$ cat src/rtl/decode_issue_queue.sv
// decode_issue_queue: instruction FIFO whose head is decoded and issued, gated by a register scoreboard and a pending-jump hold
module decode_issue_queue #(
   parameter int DEPTH = 4,
   parameter int NREG  = 32
) (
   input  logic                     clk,
   input  logic                     rst_n,
   input  logic [31:0]              in_inst,
   input  logic [31:0]              in_pc,
   input  logic                     in_valid,
   output logic                     in_ready,
   output logic                     out_valid,
   input  logic                     out_ready,
   output logic [31:0]              out_pc,
   output logic [2:0]               funct3,
   output logic [4:0]               rd,
   output logic [4:0]               rs1,
   output logic [4:0]               rs2,
   output logic [31:0]              imm,
   output logic [2:0]               alu_op,
   output logic [1:0]               addr_alu_op,
   output logic [1:0]               wb_op,
   output logic [1:0]               jmp_op,
   output logic [1:0]               mem_op,
   output logic                     fault,
   input  logic                     wb_valid,
   input  logic [4:0]               wb_rd,
   input  logic                     jmp_resolved,
   input  logic                     flush,
   output logic [NREG-1:0]          busy_reg,
   output logic [$clog2(DEPTH):0]   count
);
   localparam int AW = $clog2(DEPTH);
   typedef logic [AW-1:0] ptr_t;
   typedef logic [AW:0]   cnt_t;
   typedef logic [NREG-1:0] reg_t;
   localparam cnt_t       DEPTH_C = cnt_t'(DEPTH);
   localparam logic [5:0] NREG_C  = 6'(NREG);
   localparam logic [6:0] OP_LUI = 7'b0110111, OP_AUIPC = 7'b0010111, OP_JAL = 7'b1101111,
      OP_JALR = 7'b1100111, OP_BRANCH = 7'b1100011, OP_LOAD = 7'b0000011, OP_STORE = 7'b0100011,
      OP_IMM = 7'b0010011, OP_REG = 7'b0110011, OP_FENCE = 7'b0001111, OP_SYSTEM = 7'b1110011;

   logic [31:0] inst_q [DEPTH];
   logic [31:0] inst_d [DEPTH];
   logic [31:0] pc_q   [DEPTH];
   logic [31:0] pc_d   [DEPTH];
   ptr_t        wr_ptr_q, wr_ptr_d, rd_ptr_q, rd_ptr_d;
   cnt_t        count_q, count_d;
   reg_t        busy_q, busy_d, set_vec, clr_vec;
   logic        jmp_pending_q, jmp_pending_d;
   logic [31:0] head, busy32, imm_i, imm_s, imm_b, imm_u, imm_j;
   logic [6:0]  opcode;
   logic        use_rd, use_rs1, use_rs2, bad_op, reg_oob, hazard, empty, push, pop;

   assign head     = inst_q[rd_ptr_q];
   assign out_pc   = pc_q[rd_ptr_q];
   assign opcode   = head[6:0];
   assign funct3   = head[14:12];
   assign rd       = head[11:7];
   assign rs1      = head[19:15];
   assign rs2      = head[24:20];
   assign imm_i    = {{20{head[31]}}, head[31:20]};
   assign imm_s    = {{20{head[31]}}, head[31:25], head[11:7]};
   assign imm_b    = {{19{head[31]}}, head[31], head[7], head[30:25], head[11:8], 1'b0};
   assign imm_u    = {head[31:12], 12'h000};
   assign imm_j    = {{11{head[31]}}, head[31], head[19:12], head[20], head[30:21], 1'b0};
   assign busy_reg = busy_q;
   assign count    = count_q;

   always_comb begin
      imm         = '0;
      alu_op      = 3'd0;
      addr_alu_op = 2'd0;
      wb_op       = 2'd0;
      jmp_op      = 2'd0;
      mem_op      = 2'd0;
      use_rd      = 1'b0;
      use_rs1     = 1'b0;
      use_rs2     = 1'b0;
      bad_op      = 1'b0;
      case (opcode)
         OP_LUI:    begin imm = imm_u; wb_op = 2'd1; use_rd = 1'b1; end
         OP_AUIPC:  begin imm = imm_u; addr_alu_op = 2'd1; wb_op = 2'd2; use_rd = 1'b1; end
         OP_JAL:    begin
            imm = imm_j; alu_op = 3'd1; addr_alu_op = 2'd1; wb_op = 2'd1; jmp_op = 2'd1; use_rd = 1'b1;
         end
         OP_JALR:   begin
            imm = imm_i; alu_op = 3'd1; addr_alu_op = 2'd3; wb_op = 2'd1; jmp_op = 2'd1;
            use_rd = 1'b1; use_rs1 = 1'b1; bad_op = funct3 != 3'd0;
         end
         OP_BRANCH: begin
            imm = imm_b; alu_op = 3'd3; addr_alu_op = 2'd1; jmp_op = 2'd2; use_rs1 = 1'b1; use_rs2 = 1'b1;
         end
         OP_LOAD:   begin
            imm = imm_i; addr_alu_op = 2'd2; wb_op = 2'd1; mem_op = 2'd1; use_rd = 1'b1; use_rs1 = 1'b1;
         end
         OP_STORE:  begin
            imm = imm_s; alu_op = 3'd4; addr_alu_op = 2'd2; mem_op = 2'd2; use_rs1 = 1'b1; use_rs2 = 1'b1;
         end
         OP_IMM:    begin imm = imm_i; alu_op = 3'd5; wb_op = 2'd1; use_rd = 1'b1; use_rs1 = 1'b1; end
         OP_REG:    begin alu_op = 3'd6; wb_op = 2'd1; use_rd = 1'b1; use_rs1 = 1'b1; use_rs2 = 1'b1; end
         OP_FENCE:  imm = imm_i;
         OP_SYSTEM: begin
            imm = imm_i; bad_op = (rd != 5'd0) | (rs1 != 5'd0) | (head[31:20] > 12'd1);
         end
         default:   bad_op = 1'b1;
      endcase
   end

   assign reg_oob = (use_rd & ({1'b0, rd} >= NREG_C)) | (use_rs1 & ({1'b0, rs1} >= NREG_C)) |
                    (use_rs2 & ({1'b0, rs2} >= NREG_C));
   assign fault   = bad_op | reg_oob;

   // zero-extended view so out-of-range fields on RV32E read as not busy
   always_comb begin
      busy32            = '0;
      busy32[NREG-1:0]  = busy_q;
   end

   assign hazard    = (use_rd & busy32[rd]) | (use_rs1 & busy32[rs1]) | (use_rs2 & busy32[rs2]);
   assign empty     = count_q == '0;
   assign in_ready  = count_q < DEPTH_C;
   assign out_valid = ~empty & ~hazard & ~jmp_pending_q & ~flush;
   assign push      = in_valid & in_ready & ~flush;
   assign pop       = out_valid & out_ready;

   always_comb begin
      inst_d = inst_q;
      pc_d   = pc_q;
      if (push) begin
         inst_d[wr_ptr_q] = in_inst;
         pc_d[wr_ptr_q]   = in_pc;
      end
      wr_ptr_d      = flush ? '0 : wr_ptr_q + ptr_t'(push);
      rd_ptr_d      = flush ? '0 : rd_ptr_q + ptr_t'(pop);
      count_d       = flush ? '0 : count_q + cnt_t'(push) - cnt_t'(pop);
      set_vec       = (pop && wb_op != 2'd0 && rd != 5'd0 && !fault) ? reg_t'(32'd1 << rd) : '0;
      clr_vec       = wb_valid ? reg_t'(32'd1 << wb_rd) : '0;
      busy_d        = (busy_q & ~clr_vec) | set_vec;
      jmp_pending_d = flush ? 1'b0 : (pop && jmp_op != 2'd0 && !fault) ? 1'b1 :
                      jmp_resolved ? 1'b0 : jmp_pending_q;
   end

   always_ff @(posedge clk or negedge rst_n) begin
      if (!rst_n) begin
         inst_q        <= '{default: '0};
         pc_q          <= '{default: '0};
         wr_ptr_q      <= '0;
         rd_ptr_q      <= '0;
         count_q       <= '0;
         busy_q        <= '0;
         jmp_pending_q <= 1'b0;
      end else begin
         inst_q        <= inst_d;
         pc_q          <= pc_d;
         wr_ptr_q      <= wr_ptr_d;
         rd_ptr_q      <= rd_ptr_d;
         count_q       <= count_d;
         busy_q        <= busy_d;
         jmp_pending_q <= jmp_pending_d;
      end
   end
endmodule

$ cat config.mk
export PLATFORM = sky130hd
export DESIGN_NAME = decode_issue_queue
export DESIGN_NICKNAME = d
export VERILOG_FILES = /design/src/rtl/decode_issue_queue.sv
export SDC_FILE = /design/constraint.sdc
export NUM_CORES = 1
export LEC_CHECK = 0
export ABC_AREA = 1
export BUFFER_PORTS_ARGS = -buffer_cell sky130_fd_sc_hd__buf_2
export CAP_MARGIN = 20
export CELL_PAD_IN_SITES_DETAIL_PLACEMENT = 1
export CELL_PAD_IN_SITES_GLOBAL_PLACEMENT = 2
export CORE_UTILIZATION = 36
export CTS_CLUSTER_DIAMETER = 120
export DETAILED_ROUTE_END_ITERATION = 6
export PLACE_DENSITY_LB_ADDON = 0.1
export SKIP_LAST_GASP = 1
export SYNTH_ARGS = -nofsm -noshare
export SYNTH_HDL_FRONTEND = slang
export SYNTH_SLANG_ARGS = --single-unit
$ cat constraint.sdc
create_clock -name clk -period 8.7 [get_ports clk]
set_input_delay 0.87 -clock clk [delete_from_list [all_inputs] [get_ports clk]]
set_output_delay 0.87 -clock clk [all_outputs]
set_load 0.005 [all_outputs]
### Yosys cells after proc, flatten, opt, wreduce, memory -nomap -nowiden

Index checks and enable logic that the tools add are counted.

* input port bits: 76
* output and inout bits: 131
* register bits: 296
* logic and storage cells: 118

* shift operators: 2
* mux-type cells: 34
* equal/unequal tests: 11
* bitwise logic cells: 22
* $add $sub $neg: 4
* $lt $le $gt $ge: 8
* reductions and logical operators: 24

Operator list (count)
* 128-bit bitwise mux: 2
* 32-bit two-way mux: 7
* 32-bit one-hot mux with 5 select lines: 1
* 32-bit binary-select mux with 2-bit select: 2
* 32-bit demux with 2-bit select: 1
* 1-bit by 5-bit left shift with 32-bit output (first input constant): 2
* 32-bit bitwise AND: 1
* 32-bit NOT: 1
* 32-bit bitwise OR: 1
* 7-bit equality test (second input constant): 4
* 7-bit by 6-bit equality test with 1-bit output (second input constant): 3
* 5-bit by 6-bit less-than comparator with 1-bit output (second input constant): 3
* 1-bit binary-select mux with 5-bit select: 3
* 3-bit one-hot mux with 5 select lines: 1
* 7-bit by 5-bit equality test with 1-bit output (second input constant): 2
* 12-bit by 1-bit > comparator with 1-bit output (second input constant): 1
* 2-bit one-hot mux with 2 select lines: 3
* 6-bit OR reduction: 2
* 5-bit nonzero test: 2
* 1-bit bitwise AND: 9
* 1-bit two-way mux: 9
* 9-bit OR reduction: 1
* 7-bit by 2-bit equality test with 1-bit output (second input constant): 1
* 7-bit by 4-bit equality test with 1-bit output (second input constant): 1
* other kinds (22): 42

### Longest topological paths before layout

* depth in word-level cells: 20
* mapped depth: 23
* gate-level depth less buffers: 22

### Least setup slack after synthesis

Ideal clock, no wire load.

* kind: reg2reg
* from: register rd_ptr_q[0]
* to: register count_q[2], in the netlist count[2]
* cell stages (with the launch flop): 23
* clock period less this slack: 3085 ps
* library setup time: 86 ps
* required time: 8614 ps
* arrival time: 2999 ps
* slack: 5615 ps
* buffers on the path: 2
* path through: dfrtp_1 > buf_4 > nand2_1 > nand3_1 > nand2_2 > buf_2 > nand2_1 > o21ai_1 > nand2_1 > nand3_1 > nand3_1 > nand2_1 > nand2_1 > nand3_1 > nand2_1 > nor3b_1 > ha_1 > inv_1 > ha_1 > inv_1 > fa_1 > and3_1 > nor3_1

* cells in the longest elaborated chain, start to end: 17
* elaborated cells on any way between the ends: 37
* classes of those cells: add/sub (1); eq/ne (9); mux (13); bitwise (11); reduce/logical (3)

RTL lines
* start, declared: line 47 `ptr_t wr_ptr_q, wr_ptr_d, rd_ptr_q, rd_ptr_d;`
* start signal, assigned: line 157 `rd_ptr_q <= rd_ptr_d;`
* 2-bit NOT with 3-bit output (implied by the code) *: line 55 `assign head = inst_q[rd_ptr_q];`
* 32-bit binary-select mux with 2-bit select *: line 55
* 32-bit two-way mux (implied by the code) * (2 in series): line 55
* branches (longest 5 deep; another with 1-bit binary-select mux with 5-bit select)
* 1-bit bitwise OR *: line 120 `assign hazard = (use_rd & busy32[rd]) | (use_rs1 & busy32[rs1]) | (use_rs2 & busy32[rs2]);`
* 1-bit NOT *: line 123 `assign out_valid = ~empty & ~hazard & ~jmp_pending_q & ~flush;`
* 1-bit bitwise AND * (3 in series): line 123
* 1-bit bitwise AND *: line 125 `assign pop = out_valid & out_ready;`
* 3-bit by 1-bit subtractor with 3-bit output *: line 136 `count_d = flush ? '0 : count_q + cnt_t'(push) - cnt_t'(pop);`
* 3-bit two-way mux *: line 136
* named net count_d[2]: line 48 `cnt_t count_q, count_d;`
* end signal, assigned: line 158 `count_q <= count_d;`
* end, declared: line 48

Mark *: on every way through the listed nets, which the timed path passes. The select of a mux whose other input is x is not followed.
A chain may end at the register's enable or synchronous reset.

### Final worst setup path

* from: register rd_ptr_q[1]
* to: output port out_valid

* cells in the longest elaborated chain, start to end: 14
* elaborated cells on any way between the ends: 34
* classes of those cells: eq/ne (9); mux (12); bitwise (10); reduce/logical (3)

RTL lines
* 2-bit NOT with 3-bit output (implied by the code) *: line 55
* 32-bit binary-select mux with 2-bit select *: line 55
* 32-bit two-way mux (implied by the code) * (2 in series): line 55
* branches (longest 5 deep; another with 1-bit binary-select mux with 5-bit select)
* 1-bit bitwise OR *: line 120
* 1-bit NOT *: line 123
* 1-bit bitwise AND * (3 in series): line 123
* end, declared: line 12 `output logic out_valid,`

Mark *: on every way between the ends. The select of a mux whose other input is x is not followed.

==> impl_metrics.csv <==
group,metric,value,unit
yosys,yosysTopAreaCellShare,49.3,%
finish,seqCellArea,7410,sq um
clocking,clock_latency,0.56,ns
detailed_routing,dr.pass1.iters,7,
timing,slew_headroom,32.2,%
status,violations,"DRC",
setup_path,rr_worst_depth,21,
timing,hold_viol_final,0,
setup_path,setup.worst_path.start_class,"flip-flop",
clocking,cts_resized,0,
pwr,switching_share,39.5,%
clocking,cts_hold_buf,0,
global_route,grt_pass1_vias,14450,
timing,fin_tns_setup,0,ns
timing,setup_viol,0,
pwr,power,5.44,mW
timing,rsz0062_at_grt,"false",
pwr,p_switching,2.15,mW
placement,place_congestion,0.915,
run,cap_viol_max_count,0,
pwr,power.internal,3.30,mW
yosys,synth-edff-count,0,
finish,syn_to_final_growth,16.2,%
setup_path,reg2reg_to,"count[2]$_DFF_PN0_",
timing,finalCritPeriodShare,72.0,%
finish,nFillCells,5135,
clocking,h-tree-depth,2,
pwr,clkPwrFrac,27.9,%
detailed_routing,routedWlPerCell,20.1,microns
clocking,post_cts_buffers,0,
timing,slew_viol_final,0,
placement,dp_hpwl,34700,microns
finish,final_nets,2188,
detailed_routing,drtIter0Drc,850,
status,status,"finished with violations",
timing,finalWorstPathRequiredPeriod,6.27,ns
yosys,synth_cells,1984,
pwr,p_per_area,312,nW/um^2
detailed_routing,vias_per_cell,5.29,
yosys,ys_seq_elements,296,
global_route,use_met3,5.08,%
setup_path,regToRegSetupSlack,3.03,ns
finish,multi_input_area,6500,sq um
die,row_count,74,
detailed_routing,via_count,14082,
pwr,sequentialPowerShare,36.5,%
pwr,p_leak,8.86,nW
clocking,cts_sinks,296,
setup_path,arrival,5.40,ns
yosys,synth.distinct_cells,40,
yosys,synthTopCellsByArea,"dfrtp_1 49%, nand2_1 13%, o21ai_0 13%",
yosys,synth_nets,2065,
global_route,use_met2,42.0,%
clocking,cts_buffer_depth,3,
global_route,grt_util_all_layers,25.9,%
global_route,overflow,0,
global_route,grt_util_met1,34.5,%
yosys,ys.flop_type,"dfrtp_1",
yosys,synth_top_area_cell,"dfrtp_1",
pwr,p_comb_share,35.6,%
yosys,yosysSeqAreaShare,49.3,%
setup_path,critPathKind,"reg2out",
finish,drive_gt1_share,14.6,%
setup_path,crit_path_max_fanout,43,
timing,tightestPinTransition,1.02,ns
timing,max_freq,0.160,GHz
detailed_routing,routed_wl,53500,microns
yosys,synthArstFlopShare,100,%
die,pin_count,207,
detailed_routing,ant_nets,0,
setup_path,worstPathRequired,7.83,ns
global_route,grt_pass1_wl,85000,microns
detailed_routing,drcViolationCount,26,
die,core,41000,sq um
clocking,cts_buffers,37,
yosys,netlist_area,15000,sq um
timing,fin_skew,0.0153,ns
global_route,grt_max_degree,148,
die,dieArea,42600,sq um
global_route,busiest_layer,"met2",
die,fp.dieH,206,microns
global_route,antenna_found_initial,5,
yosys,yosys_warnings,0,
die,fp.dieW,206,microns
clocking,cts_tree,"yes",
clocking,ctsRootBufferMaster,"clkbuf_16",
pwr,vdd_drop_max,0.000150,V
min_path,hp-class,"in2async",
placement,port_buffers,206,
setup_path,timing.rr.start,"rd_ptr_q[1]$_DFF_PN0_",
clocking,clkTransAtPathRegs,0.06,ns
setup_path,endpoint_kind,"primary output",
yosys,syn_avg_cell_area,7.58,sq um
die,initial_core_util,36.7,%
timing,holdWs,0.328,ns
finish,num_antenna_cells,0,
-- metrics by stage --
step	cell area, sq um	utilization (%)	worst slack [ns]	std cells
final	17500	42.6	2.43	2664
after global routing	17500	42.6	2.11	2664
after CTS	17500	42.6	2.46	2664
after detailed placement	16300	39.7	3.06	2600
after global placement	16300	39.7	3.22	2600
after floorplan	15000	-	5.62	1984
-- synth_stat cells, types with 3 or more instances --
master and count:
nand2_1 535, o21ai_0 389, dfrtp_1 296, nor2_1 158, nand3_1 153, inv_1 139
clkbuf_1 84, o22ai_1 38, nand4_1 37, buf_2 22, nor3_1 17, buf_1 13
inv_2 13, o21ai_1 9, a21oi_1 8, nand2_2 8, buf_4 7, buf_6 7
nand3b_1 7, o211ai_1 7, o22a_1 5, ha_1 4, nor2_2 4, nor2_4 3
or2_2 3
-- layout make-up --
class,instances,share of cell area [%]
clock buffers,55,5.98
clock inverters,9,0.766
inverters,153,3.29
multi-input cells,1402,37.2
flip-flops and latches,296,42.4
well taps,532,3.81
repair buffers,217,6.50
-- worst max-delay path, stage by stage, from the launching register on --
cell     delay (ns)
dfrtp_2        0.72
inv_2          0.64
buf_4          0.53
nand3_1        0.41
nand2_1        0.64
inv_1          0.23
nand2_1        0.10
nand3_1        0.07
nand2_1        0.08
nand2_1        0.04
nand2_1        0.07
nand3_1        0.07
nand3_1        0.12
nand2_1        0.16
nor2_4         0.66
buf_2          0.24
-- routing by layer --
| metal | vias up | wire length [microns] |
|---|---|---|
| li1 | 6762 | - |
| met1 | 6889 | 24100 |
| met2 | 312 | 25100 |
| met3 | 109 | 2660 |
| met4 | 10 | 1560 |
| met5 | - | 61 |
-- how the worst max path moves through the flow --
stage,from,depth (start not counted),end
floorplan,rd_ptr_q[0]$_DFF_PN0_,22,count[2]$_DFF_PN0_
global placement,rd_ptr_q[1]$_DFF_PN0_,15,out_valid
detailed placement,rd_ptr_q[1]$_DFF_PN0_,15,out_valid
CTS,rd_ptr_q[1]$_DFF_PN0_,15,out_valid
global route,rd_ptr_q[1]$_DFF_PN0_,15,out_valid
finish,rd_ptr_q[1]$_DFF_PN0_,15,out_valid
-- logic make-up (layout without fill, tap and decap cells) --
| family | Yosys count | count (layout) | share of synthesized area (%) |
|---|---|---|---|
| and+or+nand+nor | 935 | 935 | 26.3 |
| AOI/OAI and AO/OA | 461 | 461 | 16.1 |
| DFF | 296 | 296 | 49.3 |
| buffers and inverters | 286 | 434 | 7.85 |
| adders and majority gates | 5 | 5 | 0.466 |
| xor gates and xnor gates | 1 | 1 | 0.0582 |
-- cell usage in the layout (no fill, tap or decap), types with 4 or more instances in the layout --
master,n
nand2_1,535
o21ai_0,389
dfrtp_1,294
buf_2,205
nor2_1,158
nand3_1,149
inv_1,139
o22ai_1,38
clkbuf_16,38
nand4_1,37
nor3_1,17
clkbuf_1,14
inv_2,12
buf_4,10
o21ai_1,9
nand2_2,8
a21oi_1,8
o211ai_1,7
nand3b_1,7
o22a_1,5
clkinv_2,4
nor2_2,4
nand3_4,4
ha_1,4
-- power groups by stage --
stage | logic (mW) | registers [mW] | clock network, mW
after global routing | 2.22 | 2.04 | 1.61
final | 1.94 | 1.99 | 1.52
after detailed placement | 1.95 | 2.00 | 0
after CTS | 1.97 | 1.99 | 1.56
after floorplan | 1.32 | 1.93 | 0
after global placement | 1.91 | 1.99 | 0
(Power assumes the default switching activity.)
